<file path="src/rtl/sop_sweep_ctrl_pkg.sv">
// rtl/sop_sweep_ctrl_pkg.sv - shared state encoding and sizing for the SOP sweep controller
package sop_sweep_ctrl_pkg;

  localparam int NUM_VEC       = 8;
  localparam int DWELL_DEFAULT = 10;

  typedef enum logic [1:0] {
    ST_IDLE   = 2'd0,
    ST_APPLY  = 2'd1,
    ST_SAMPLE = 2'd2,
    ST_DONE   = 2'd3
  } state_t;

endpackage

</file>
<file path="src/rtl/sop_sweep_dwell.sv">
// rtl/sop_sweep_dwell.sv - dwell counter with clear, enable and last-cycle flag
module sop_sweep_dwell #(
  parameter int DWELL = 10
) (
  input  logic clk,
  input  logic rst_n,
  input  logic clr,
  input  logic en,
  output logic term
);

  localparam logic [7:0] LAST = 8'(DWELL - 1);

  logic [7:0] cnt_q;
  logic [7:0] cnt_d;

  // clear has priority over advance; otherwise the count holds
  always_comb begin
    cnt_d = cnt_q;
    if (clr) begin
      cnt_d = '0;
    end else if (en) begin
      cnt_d = cnt_q + 8'd1;
    end
  end

  // count register
  always_ff @(posedge clk or negedge rst_n) begin
    if (!rst_n) begin
      cnt_q <= '0;
    end else begin
      cnt_q <= cnt_d;
    end
  end

  assign term = (cnt_q == LAST);

endmodule

</file>
<file path="src/rtl/sop_sweep_ctrl.sv">
// rtl/sop_sweep_ctrl.sv - sweeps a,b,c through vectors 0..7 and captures the SOP truth table
module sop_sweep_ctrl
  import sop_sweep_ctrl_pkg::*;
#(
  parameter int DWELL = DWELL_DEFAULT
) (
  input  logic       clk,
  input  logic       rst_n,
  input  logic       start,
  input  logic       abort,
  input  logic [7:0] exp_mask,
  output logic       a,
  output logic       b,
  output logic       c,
  input  logic       y,
  output logic       busy,
  output logic       done,
  output logic       pass,
  output logic [7:0] tt,
  output logic [7:0] mismatch
);

  localparam logic [2:0] LAST_IDX = 3'(NUM_VEC - 1);

  state_t     state_q, state_d;
  logic [2:0] idx_q, idx_d;
  logic [2:0] abc_q, abc_d;
  logic [7:0] exp_q, exp_d;
  logic [7:0] tt_q, tt_d;
  logic [7:0] mm_q, mm_d;
  logic       pass_q, pass_d;
  logic       dwell_clr;
  logic       dwell_en;
  logic       dwell_term;

  sop_sweep_dwell #(
    .DWELL(DWELL)
  ) u_dwell (
    .clk  (clk),
    .rst_n(rst_n),
    .clr  (dwell_clr),
    .en   (dwell_en),
    .term (dwell_term)
  );

  // state register
  always_ff @(posedge clk or negedge rst_n) begin
    if (!rst_n) begin
      state_q <= ST_IDLE;
    end else begin
      state_q <= state_d;
    end
  end

  // next state: abort beats sampling, including the final vector
  always_comb begin
    state_d = state_q;
    case (state_q)
      ST_IDLE: begin
        if (start) state_d = ST_APPLY;
      end
      ST_APPLY: begin
        if (abort)           state_d = ST_IDLE;
        else if (dwell_term) state_d = ST_SAMPLE;
      end
      ST_SAMPLE: begin
        if (abort)                 state_d = ST_IDLE;
        else if (idx_q == LAST_IDX) state_d = ST_DONE;
        else                       state_d = ST_APPLY;
      end
      ST_DONE: state_d = ST_IDLE;
      default: state_d = ST_IDLE;
    endcase
  end

  // datapath updates and the registered drive to the SOP inputs
  always_comb begin
    idx_d     = idx_q;
    exp_d     = exp_q;
    tt_d      = tt_q;
    mm_d      = mm_q;
    pass_d    = pass_q;
    dwell_clr = 1'b0;
    dwell_en  = 1'b0;
    case (state_q)
      ST_IDLE: begin
        if (start) begin
          idx_d     = '0;
          exp_d     = exp_mask;
          tt_d      = '0;
          mm_d      = '0;
          pass_d    = 1'b0;
          dwell_clr = 1'b1;
        end
      end
      ST_APPLY: begin
        if (abort) begin
          idx_d     = '0;
          pass_d    = 1'b0;
          dwell_clr = 1'b1;
        end else begin
          dwell_en = 1'b1;
        end
      end
      ST_SAMPLE: begin
        dwell_clr = 1'b1;
        if (abort) begin
          idx_d  = '0;
          pass_d = 1'b0;
        end else begin
          tt_d[idx_q] = y;
          if (idx_q == LAST_IDX) begin
            // verdict is registered on entry to DONE so it is valid with the done pulse
            mm_d   = tt_d ^ exp_q;
            pass_d = (tt_d == exp_q);
          end else begin
            idx_d = idx_q + 3'd1;
          end
        end
      end
      ST_DONE: begin
        idx_d = '0;
      end
      default: begin
        idx_d = '0;
      end
    endcase
    abc_d = ((state_d == ST_APPLY) || (state_d == ST_SAMPLE)) ? idx_d : 3'd0;
  end

  // datapath registers
  always_ff @(posedge clk or negedge rst_n) begin
    if (!rst_n) begin
      idx_q  <= '0;
      abc_q  <= '0;
      exp_q  <= '0;
      tt_q   <= '0;
      mm_q   <= '0;
      pass_q <= 1'b0;
    end else begin
      idx_q  <= idx_d;
      abc_q  <= abc_d;
      exp_q  <= exp_d;
      tt_q   <= tt_d;
      mm_q   <= mm_d;
      pass_q <= pass_d;
    end
  end

  // status outputs decoded from the state register
  always_comb begin
    busy = (state_q == ST_APPLY) || (state_q == ST_SAMPLE);
    done = (state_q == ST_DONE);
  end

  assign a        = abc_q[2];
  assign b        = abc_q[1];
  assign c        = abc_q[0];
  assign pass     = pass_q;
  assign tt       = tt_q;
  assign mismatch = mm_q;

endmodule

</file>
<file path="config.mk">
export PLATFORM = sky130hd
export DESIGN_NAME = sop_sweep_ctrl
export DESIGN_NICKNAME = d
export VERILOG_FILES = /design/src/rtl/sop_sweep_ctrl_pkg.sv /design/src/rtl/sop_sweep_dwell.sv /design/src/rtl/sop_sweep_ctrl.sv
export SDC_FILE = /design/constraint.sdc
export NUM_CORES = 1
export LEC_CHECK = 0
export ABC_AREA = 1
export CAP_MARGIN = 20
export CORE_MARGIN = 4
export CORE_UTILIZATION = 60
export CTS_BUF_LIST = sky130_fd_sc_hd__clkbuf_8
export CTS_CLUSTER_SIZE = 30
export DETAILED_ROUTE_END_ITERATION = 8
export MAX_ROUTING_LAYER = met4
export PLACE_DENSITY = 0.89
export SLEW_MARGIN = 10
export SYNTH_ARGS = -nofsm -noshare
export SYNTH_HDL_FRONTEND = slang
export SYNTH_SLANG_ARGS = --single-unit
</file>
<file path="constraint.sdc">
create_clock -name clk -period 2.6 [get_ports clk]
set_clock_uncertainty 0.1 [all_clocks]
set_input_delay 0.26 -clock clk [delete_from_list [all_inputs] [get_ports clk]]
set_output_delay 0.26 -clock clk [all_outputs]
set_load 0.005 [all_outputs]
</file>
==> metrics.txt <==
outcome finished, violations left; failing checks hold timing; Synth Cell Area about 0.0023 mm²; Post-synth top cells nand2_1, inv_1, dfrtp_1, nand3_1, nor2_1; min-delay worst type input port to async pin; H-tree depth 2; Hold Vio Cnt, Final between 40 and 50; worst skew pair latency slightly below 0.3 ns; number of diodes 0; Max rail drop VDD approximately 0.00040 V; Area Growth Syn to Fin 20.20%; ratio of cells with drive above 1 in the final layout under 10%; Slowest cell on crit path clkdlybuf4s50_1; Chip Height 69.30 µm; cts repair resizes 0; Worst path top cell family by delay buffers and inverters; PwrDens between 600 and 700 mW/mm²; top cells by area, synth dfrtp_1, nand2_1, inv_1; Critical path buffers and inverters 2; Avg Inst Size Synth slightly below 8 µm²; largest net degree at the start of global routing 42; CTS root buf clkbuf_8; IO buf count 34; Post-DP Area about 0.0026 mm²; relative slew slack 40.71%; maximum clock rate ~520 MHz; Vias between 1500 and 2000; final setup vio count 0; final wirelength 4756 µm; CTS tree done; Total Routing Usage GR a little over a fifth; Synth Register Bits 41; fill cell count around 280; critical path class flip-flop to output pin; Critical Path Sink Type output pin; worst-margin pin slew between 0.8 and 0.9 ns; area leader, netlist dfrtp_1; hold buffers post-CTS 0; First-pass DRT Iterations 5; Min Hold Slack -0.01393 ns; fin crit share approximately three quarters; GRT overflow 0; die width 69.30 µm; I/O pin count 35; distinct cell type count after synthesis 29; net count after synthesis 312; top-count cell post-synth nand2_1; vias in the first global route approximately 1900; num rows 22; nets@finish between 300 and 400; initial drt markers between 150 and 200; Cell Chain, Critical Path inv_1 -> ha_1 -> clkdlybuf4s50_1; vias per cell roughly 5.3; first-pass GRT wire length 8307 µm; initial antenna violation count 0; clock-pin slew of the registers on the worst-case setup and hold paths about 0.080 ns; Design Area, Final between 0.002 and 0.003 mm²; number of flops mapped to enable cells by yosys 0; YS warnings 0; Seq/Total Area, Yosys 45.50%; Starting Density between 60 and 70%; unrepaired setup endpoints after global routing false; CP Max Fanout 4; Worst Setup Start Kind flip-flop; cts bufs inserted 5; Core Region roughly 0.0036 mm²; Worst Path Required about 2.2 ns; Clock Sinks 41; clock tree buffer depth 2; DR DRC count 0; max_cap viols 0; Syn Inst Count ~290; Synth top area share 45.50%; fraction of registers with async set/reset 100.0%; leakage roughly 1.3 nW; Worst EP arrival 1.56 ns; Placer Congestion around 0.84; slowest stage delay, CP 0.49 ns; Core Util, Final ~75%; # Post-CTS Setup Buffers 0; Final Critical Period 1.917 ns; routed length per instance 12.62 µm; Antenna Violating Nets Remaining 0; fin. max-slew vios 0; setup_tns 0 ns; prevailing post-synth register cell dfrtp_1; die area between 0.004 and 0.005 mm²; HPWL Detailed around 3500 µm
-- layout make-up --
cell class,count,area (µm²),share of cell area (%)
clock buffers,6,82.58,3.047
clock inverters,2,13.76,0.5078
flip-flops and latches,41,1026,37.86
inverters,52,195.2,7.202
well taps,48,60.06,2.216
repair buffers,35,342.8,12.65
multi-input cells,193,989.7,36.52
-- per-layer routing --
| metal | track usage (%) | share of wire [%] | up-vias |
|---|---|---|---|
| met4 | 7.809 | 2.0 | 0 |
| met3 | 4.928 | 5.3 | 10 |
| met1 | 27.55 | 46 | 903 |
| li1 | - | - | 1020 |
| met2 | 34.75 | 47 | 63 |
| met5 | - | 0 | - |
-- cells by family after synthesis --
family	count (synthesis)	synth area share, %
compound gates	49	12.04
xor+xnor	1	0.3885
fa+ha+maj	7	3.884
buf+inv	58	10.60
flops	41	45.50
simple gates	136	27.58
-- per-stage QoR --
| step | std cells | setup slack [ns] | power, W |
|---|---|---|---|
| global route | 377 | 0.4875 | 0.001933 |
| floorplan | 292 | 0.9703 | 0.001195 |
| detailed placement | 369 | 0.5929 | 0.001353 |
| finish | 377 | 0.6835 | 0.001782 |
| global placement | 369 | 0.6889 | 0.001336 |
| CTS | 377 | 0.6632 | 0.001789 |
-- report_power, final --
group / switching (W) / internal (W) / leakage, nW
registers: 0.0000576 / 0.000719 / 0.545
clock network: 0.000219 / 0.000215 / 0.0512
logic: 0.000382 / 0.000190 / 0.722
total: 0.000658 / 0.00112 / 1.32
-- final timing paths --
kind                       cells after the start   startpoint                to  slack [ns]
min in group clk                               2  mismatch[2]       mismatch[2]        0.44
min reg2reg                                    2  mismatch[2]       mismatch[2]        0.44
max                                            3   state_q[0]              busy        0.68
max in group asynchronous                      1        rst_n              pass        1.87
max reg2reg                                    8   state_q[1]          abc_q[0]        0.72
min                                            1        rst_n  u_dwell.cnt_q[2]       -0.01
-- registers in the layout (all words and copies together), names as in the netlist --
| register | flops |
|---|---|
| tt | 8 |
| mismatch | 8 |
| state_q | 2 |
| u_dwell.cnt_q | 8 |
| pass | 1 |
| exp_q | 8 |
| idx_q | 3 |
| abc_q | 3 |
-- placed cells by master (no fill, tap or decap), types with 2 or more instances in the layout --
cell type,netlist,layout
nand2_1,65,65
inv_1,44,44
dfrtp_1,41,41
clkdlybuf4s50_1,0,33
nand3_1,26,26
nor2_1,23,23
a21oi_1,15,15
o21ai_0,12,12
o22ai_1,11,11
nand4_1,10,10
inv_2,8,8
o21ai_1,7,7
ha_1,7,7
clkbuf_8,0,6
nor3_1,3,3
nand2_2,2,2
o211ai_1,2,2
(Power assumes the default switching activity.)
